==> src/rtl/ula_pkg.sv <==
// Shared ULA encodings: decoder operating modes and sequencer states.
package ula_pkg;

    typedef enum logic [1:0] {
        MODE_DIRECT    = 2'b00,
        MODE_SCAN_UP   = 2'b01,
        MODE_SCAN_DOWN = 2'b10,
        MODE_HOLD      = 2'b11
    } mode_e;

    typedef enum logic {
        ST_IDLE   = 1'b0,
        ST_ACTIVE = 1'b1
    } state_e;

endpackage

==> src/rtl/onehot_dec.sv <==
// Combinational SEL_W -> 2**SEL_W one-hot decoder with enable; all-zero when disabled.
module onehot_dec #(
    parameter int unsigned SEL_W = 3
) (
    input  logic                  en,
    input  logic [SEL_W-1:0]      sel,
    output logic [2**SEL_W-1:0]   d
);

    always_comb begin
        d = '0;
        if (en) begin
            d[sel] = 1'b1;
        end
    end

endmodule

==> src/rtl/onehot_decoder_seq.sv <==
// Registered one-hot decoder with direct, scan-up/down and hold modes.
// Define DEC_WRAP_FLAG_EN to add the wrap pulse output.
module onehot_decoder_seq
    import ula_pkg::*;
#(
    parameter int unsigned SEL_W   = 3,
    parameter int unsigned RST_IDX = 0
) (
    input  logic                  clk,
    input  logic                  rst,
    input  logic                  en,
    input  logic [1:0]            mode,
    input  logic [SEL_W-1:0]      sel,
    input  logic                  step,
    output logic [2**SEL_W-1:0]   d,
    output logic [SEL_W-1:0]      idx,
`ifdef DEC_WRAP_FLAG_EN
    output logic                  wrap,
`endif
    output logic                  active
);

    localparam int unsigned N_OUT = 2**SEL_W;

    state_e             state_q, state_d;
    logic [SEL_W-1:0]   idx_q, idx_d;
    logic [N_OUT-1:0]   d_q, d_d;
    mode_e              mode_m;

    assign mode_m = mode_e'(mode);

    always_comb begin
        state_d = state_q;
        idx_d   = idx_q;
        if (!en) begin
            state_d = ST_IDLE;
        end else begin
            unique case (mode_m)
                MODE_DIRECT: begin
                    idx_d   = sel;
                    state_d = ST_ACTIVE;
                end
                MODE_SCAN_UP, MODE_SCAN_DOWN: begin
                    if (state_q == ST_IDLE) begin
                        idx_d   = sel;
                        state_d = ST_ACTIVE;
                    end else if (step) begin
                        // SEL_W-bit arithmetic wraps naturally modulo N_OUT
                        idx_d = (mode_m == MODE_SCAN_UP) ? idx_q + 1'b1 : idx_q - 1'b1;
                    end
                end
                MODE_HOLD: begin
                end
                default: begin
                end
            endcase
        end
    end

    onehot_dec #(
        .SEL_W (SEL_W)
    ) u_dec (
        .en  (state_d == ST_ACTIVE),
        .sel (idx_d),
        .d   (d_d)
    );

    always_ff @(posedge clk) begin
        if (rst) begin
            state_q <= ST_IDLE;
            idx_q   <= SEL_W'(RST_IDX);
            d_q     <= '0;
        end else begin
            state_q <= state_d;
            idx_q   <= idx_d;
            d_q     <= d_d;
        end
    end

    assign d      = d_q;
    assign idx    = idx_q;
    assign active = (state_q == ST_ACTIVE);

`ifdef DEC_WRAP_FLAG_EN
    logic wrap_d, wrap_q;

    // Only a step taken while already active can wrap; loads never do.
    always_comb begin
        wrap_d = 1'b0;
        if (en && state_q == ST_ACTIVE && step) begin
            if (mode_m == MODE_SCAN_UP) begin
                wrap_d = (idx_q == {SEL_W{1'b1}});
            end else if (mode_m == MODE_SCAN_DOWN) begin
                wrap_d = (idx_q == '0);
            end
        end
    end

    always_ff @(posedge clk) begin
        if (rst) begin
            wrap_q <= 1'b0;
        end else begin
            wrap_q <= wrap_d;
        end
    end

    assign wrap = wrap_q;
`endif

endmodule

==> config.mk <==
export PLATFORM = sky130hd
export DESIGN_NAME = onehot_decoder_seq
export DESIGN_NICKNAME = d
export VERILOG_FILES = /design/src/rtl/ula_pkg.sv /design/src/rtl/onehot_dec.sv /design/src/rtl/onehot_decoder_seq.sv
export SDC_FILE = /design/constraint.sdc
export NUM_CORES = 1
export LEC_CHECK = 0
export ABC_AREA = 1
export BUFFER_PORTS_ARGS = -buffer_cell sky130_fd_sc_hd__clkbuf_2
export CORE_MARGIN = 3
export CORE_UTILIZATION = 47
export CTS_CLUSTER_DIAMETER = 80
export CTS_CLUSTER_SIZE = 8
export DETAILED_ROUTE_END_ITERATION = 7
export PLACE_DENSITY = 0.75
export SLEW_MARGIN = 25
export SYNTH_ARGS = -nofsm -noshare
export SYNTH_HDL_FRONTEND = slang
export SYNTH_SLANG_ARGS = --single-unit
export TNS_END_PERCENT = 5
==> constraint.sdc <==
create_clock -name clk -period 1.8 [get_ports clk]
set_input_delay 0.36 -clock clk [delete_from_list [all_inputs] [get_ports clk]]
set_output_delay 0.36 -clock clk [all_outputs]
set_load 0.02 [all_outputs]
### Yosys cells after proc, flatten, opt, wreduce, memory -nomap -nowiden

Index checks and enable logic that the tools add are counted.

| operators by class | value |
|---|---|
| equality and inequality tests | 2 |
| add/subtract/negate cells | 2 |
| reductions and logical operators | 5 |
| magnitude comparators | 2 |
| bitwise logic cells | 1 |
| mux-type cells | 9 |

Operators with widths:

| cell | number |
|---|---|
| 2-to-1 mux 3 bit | 4 |
| one-hot mux 3 bit (2 select lines) | 1 |
| < comparator 3 x 4 -> 1 bit (second input constant) | 1 |
| OR reduction 2 bit | 2 |
| adder 3 x 1 -> 3 bit (second input constant) | 1 |
| demux 1 bit (select 3 bit) | 1 |
| >= comparator 3 x 1 -> 1 bit (second input constant) | 1 |
| 2-to-1 mux 1 bit | 3 |
| OR reduction 3 bit | 1 |
| subtractor 3 x 1 -> 3 bit (second input constant) | 1 |
| == test 2 x 1 -> 1 bit (second input constant) | 1 |
| == test 2 bit (second input constant) | 1 |
| logical NOT 2 bit | 1 |
| logical AND 1 bit | 1 |
| NOT 1 bit | 1 |

| storage, ports and cells | value |
|---|---|
| register bits after elaboration | 12 |
| output and inout bits | 12 |
| input bits | 9 |

### Depth between registers and ports, before layout

| depth | value |
|---|---|
| depth in word-level cells | 10 |
| mapped depth | 13 |
| depth with buffers taken out | 13 |

### Hierarchy

Synthesis repeated with hierarchy kept, for this count alone.

| second synthesis, totals | value |
|---|---|
| cell total of the unflattened synthesis | 98 |
| area total of the unflattened synthesis | 651.9 um^2 |

By module, submodules not included:

| module | area each (um^2) | sequential area each (um^2) | cells each | instances |
|---|---|---|---|---|
| onehot_decoder_seq | 588.1 | 240.2 | 81 | 1 |
| onehot_dec | 63.8 | 0.0 | 17 | 1 |

### Least setup slack after synthesis

Ideal clock, no wire load.

| timing path | value |
|---|---|
| path kind | register -> register |
| start | register idx_q[0] (netlist: idx[0]) |
| end | register d_q[1] (netlist: d[1]) |
| path buffers | 0 |
| slack | 0.089 ns |
| arrival | 1.598 ns |
| library setup time | 0.113 ns |
| stages on the path, launching flop included | 13 |
| path through | dfxtp_1 inv_1 fa_1 inv_1 nand2_1 nand3_1 nand2_1 nand3_1 nand2_1 nand2_1 nand2_1 nand2_1 nor2_1 |

| between the ends | value |
|---|---|
| word-level cells in the longest chain between the ends | 10 |

Ends and longest elaborated chain:

| element | line | RTL |
|---|---|---|
| start, declared | onehot_decoder_seq.sv:26 | `logic [SEL_W-1:0] idx_q, idx_d;` |
| start signal, assigned | onehot_decoder_seq.sv:71 | `idx_q <= SEL_W'(RST_IDX);` |
| start signal, assigned | onehot_decoder_seq.sv:75 | `idx_q <= idx_d;` |
| subtractor 3 x 1 -> 3 bit / adder 3 x 1 -> 3 bit (equally long branches) | onehot_decoder_seq.sv:49 | `idx_d = (mode_m == MODE_SCAN_UP) ? idx_q + 1'b1 : idx_q - 1'b1;` |
| 2-to-1 mux 3 bit | onehot_decoder_seq.sv:49 |  |
| 2-to-1 mux 3 bit | onehot_decoder_seq.sv:47 | `end else if (step) begin` |
| 2-to-1 mux 3 bit | onehot_decoder_seq.sv:44 | `if (state_q == ST_IDLE) begin` |
| one-hot mux 3 bit (2 select lines) | onehot_decoder_seq.sv:38 | `unique case (mode_m)` |
| 2-to-1 mux 3 bit * | onehot_decoder_seq.sv:35 | `if (!en) begin` |
| < comparator 3 x 4 -> 1 bit (not written as such) / >= comparator 3 x 1 -> 1 bit (equally long branches) | onehot_dec.sv:13 | `d[sel] = 1'b1;` |
| logical AND 1 bit (not written as such) | onehot_dec.sv:13 |  |
| 2-to-1 mux 1 bit (not written as such) | onehot_dec.sv:13 |  |
| demux 1 bit (select 3 bit) * | - |  |
| end signal, assigned | onehot_decoder_seq.sv:72 | `d_q <= '0;` |
| end signal, assigned | onehot_decoder_seq.sv:76 | `d_q <= d_d;` |
| end, declared | onehot_decoder_seq.sv:27 | `logic [N_OUT-1:0] d_q, d_d;` |

Every way passes the cells marked *; elsewhere a longest branch is shown, timed or not.
A chain may end at the register's enable or synchronous reset.

### Final worst setup path

| timing path | value |
|---|---|
| start | input port mode[1] |
| end | register d_q[0] (netlist: d[0]) |

| between the ends | value |
|---|---|
| word-level cells in the longest chain between the ends | 10 |

Ends and longest elaborated chain:

| element | line | RTL |
|---|---|---|
| start, declared | onehot_decoder_seq.sv:12 | `input logic [1:0] mode,` |
| == test 2 x 1 -> 1 bit | onehot_decoder_seq.sv:38, onehot_decoder_seq.sv:49 |  |
| 2-to-1 mux 3 bit | onehot_decoder_seq.sv:49 |  |
| 2-to-1 mux 3 bit | onehot_decoder_seq.sv:47 |  |
| 2-to-1 mux 3 bit | onehot_decoder_seq.sv:44 |  |
| one-hot mux 3 bit (2 select lines) | onehot_decoder_seq.sv:38 |  |
| 2-to-1 mux 3 bit | onehot_decoder_seq.sv:35 |  |
| < comparator 3 x 4 -> 1 bit (not written as such) / >= comparator 3 x 1 -> 1 bit (equally long branches) | onehot_dec.sv:13 |  |
| logical AND 1 bit (not written as such) | onehot_dec.sv:13 |  |
| 2-to-1 mux 1 bit (not written as such) | onehot_dec.sv:13 |  |
| demux 1 bit (select 3 bit) | - |  |

Parallel ways exist; a longest one is shown, timed or not.

==> results by group <==
Global routing
  – Number of global-route vias before repair: 546
  – First-pass GRT wire length: 2190 um
  – Initial antenna violation count: 0
  – Largest net degree at the start of global routing: 8
  – Global route overflow: 0
  – GRT Total Usage: approximately 16%

STA
  – RSZ-0062 raised after global routing: no
  – Minimum clock period: 1.65 ns
  – Final Worst Setup Slack: about 0.15 ns
  – Slew margin rel.: 81.9%
  – Max Clk Rate: 607 MHz
  – Max-slew violations: 0
  – Final Hold Fails: 0
  – Final setup skew: 0.00159 ns
  – Final Setup Violations: 0
  – Setup_tns: 0 ns
  – Hold slack: 0.328 ns
  – Post-route clock period utilization: 91.5%
  – Worst Tran Pin Value: 0.271 ns

Pwr
  – Clock power frac: approximately a third
  – Maximum vdd drop: 0.000724 V
  – PwrDens: 786 mW/mm2
  – Internal power: 0.464 mW
  – Switching Fraction: 29.7%
  – Combinational share of power: 24.8%
  – Tot Pwr: roughly 0.66 mW
  – Reg power frac: 42.9%
  – Switch Pwr: slightly below 0.2 mW
  – LEAKAGE: 0.413 nW

Flow run
  – Max Cap Viol: 0

Setup path
  – Req. time, crit path: around 2 ns
  – Startpoint Class: input pin
  – Worst path bufs/invs: 2
  – Max FO, Critical Path: 3
  – WP data arrival: 1.86 ns
  – Most used cell, CP: nand2_1
  – Top delay family on crit path: adder cells
  – Critical path's largest stage delay: 0.52 ns
  – Worst path slowest cell: fa_2
  – Worst R2R Start: idx[0]$_SDFF_PP0_
  – Reg2reg end: d[0]$_SDFF_PP0_
  – Number of cells on the critical path: 12
  – Worst Reg-to-Reg Cells: 10
  – Cells along the critical path: clkbuf_2, inv_1, ha_1, fa_2, nand2_1, o21ai_0, nand2_1, nand3_2, nand2_2, o21ai_2, nand2_1, nor2_1
  – CP Class: input pin to flop
  – CP Capture Type: flop
  – Critical path origin: mode[1]
  – Worst R2R Setup Slack: 0.16 ns

Cells and area
  – Area Growth Syn to Fin: 32.1%
  – Number of diodes: 0
  – Layout cells sized above 1: 46.7%
  – Nets@finish: 120
  – Core Util, Final: 70.8%

Floorplanning
  – Die height: 42.8 um
  – Rows: 12
  – Die area: about 0.0018 mm2
  – Total core area: 0.00119 mm2
  – Die width: 42.8 um
  – Initial Util: 53.6%
  – Io pins: 21

Logic synthesis
  – Syn. warnings: 0
  – Top-count cell post-synth: nor2_1
  – Seq/Total Area, Yosys: a little under two fifths
  – Flops & latches, synth: 12
  – Avg Inst Size Synth: ~8.5 um2
  – Fraction of registers with async set/reset: 0%
  – Main flop type after synthesis: dfxtp_1
  – Synth cell types: 20
  – Mapped Area: 636 um2
  – EDFF count, synth: 0
  – Yosys top cell by area: dfxtp_1
  – Post-synth top area share: 37.8%
  – Syn Inst Count: 75
  – Synth Net Count: 89
  – Synth top area cells: dfxtp_1 38%, ha_1 7.9%, nor2_1 7.7%, nand2_1 7.1%, nand3_2 4.7%
  – List of most frequent post-synthesis cells: 13 x nor2_1, 12 x dfxtp_1, 12 x nand2_1, 7 x inv_1, 4 x ha_1

Clock network
  – Post-CTS Setup Inserts: 0
  – Num CTS Buffers: 3
  – Clock Latency Late Sink: approximately 0.27 ns
  – Worst-case clock buffer depth: 2
  – Cts repair resizes: 0
  – Hold_buf cts: 0
  – Clock-pin slew on the worst setup and hold paths: 0.08 ns
  – CTS tree: done
  – H-tree levels: 1
  – Root Buffer Master: clkbuf_4
  – Clock Sinks: 12

Drt
  – Wire per inst: 10.5 um
  – DR pass1 iterations: 4
  – Via density: 4.82
  – Iteration-0 DRC Markers: 14
  – Drt drc: 0
  – Remaining antenna violation count: 0
  – Vias: 573
  – Total wire length: about 1300 um

Place
  – HPWL Detailed: around 1100 um
  – GP Congestion: roughly 0.73
  – Count of buffers from port buffering: 20
  – Pre-CTS WS: -0.115 ns

Hold path
  – HP Class: input pin to flop
  – Hold Startpoint: rst
  – Worst Hold Path Cells: 2
  – Worst Hold End: idx[0]$_SDFF_PP0_

Status
  – Status: finished clean
power by group through the flow:
stage / Sequential [mW] / Combinational, mW / Clock, mW
2_1_floorplan: 0.305 / 0.0920 / 0
3_3_place_gp: 0.290 / 0.158 / 0
3_5_place_dp: 0.290 / 0.162 / 0
4_1_cts: 0.283 / 0.163 / 0.219
5_1_grt: 0.285 / 0.182 / 0.231
6_report: 0.283 / 0.164 / 0.213
stage by stage:
stage / std cells / area (um2)
CTS: 119 / 835
global route: 119 / 840
floorplan: 75 / 636
global placement: 115 / 798
detailed placement: 115 / 798
finish: 119 / 840
worst max path at each step:
| stage | slack, ns | endpoint |
|---|---|---|
| floorplan | 0.09 | d[1]$_SDFF_PP0_ |
| global placement | -0.05 | d[6]$_SDFF_PP0_ |
| detailed placement | -0.12 | d[0]$_SDFF_PP0_ |
| CTS | 0.15 | d[0]$_SDFF_PP0_ |
| global route | 0.04 | d[0]$_SDFF_PP0_ |
| finish | 0.15 | d[0]$_SDFF_PP0_ |
cell families (layout without fill, tap and decap cells):
logic type	count (synthesis)	count (layout)	synth area share, %
and+or+nand+nor	37	37	28.5
DFF	12	12	37.8
AOI/OAI and AO/OA	10	10	15.4
buffers and inverters	10	40	5.91
adders and majority gates	5	5	11.0
xor gates and xnor gates	1	1	1.38
layer usage:
metal  track usage [%]  vias to the layer above  wire length [um]
li1                  -                      296                 -
met1              18.1                      258               555
met2              27.2                       19               623
met3              6.36                        0                72
met4              1.86                        0                 0
met5                 0                        -                 0
cell usage in the layout, fill, tap and decap left out, drive strengths merged:
cell type and n:
clkbuf 24, nand2 15, nor2 14, dfxtp 12, inv 10, buf 6, nand3 6, ha 4
a21oi 4, o21ai 4, or2 1, xor2 1, a211oi 1, nand4 1, o21a 1, fa 1
registers in the layout, summed over array words and instances, names as in the netlist:
signal / cells
d: 8
active: 1
idx: 3
area by class of cell:
class | count | area (um2)
repair buffers | 26 | 145
flip-flops and latches | 12 | 240
inverters | 10 | 37.5
clock buffers | 4 | 36.3
fillers | 99 | 347
well taps | 14 | 17.5
multi-input cells | 53 | 363
(Power assumes the default switching activity.)
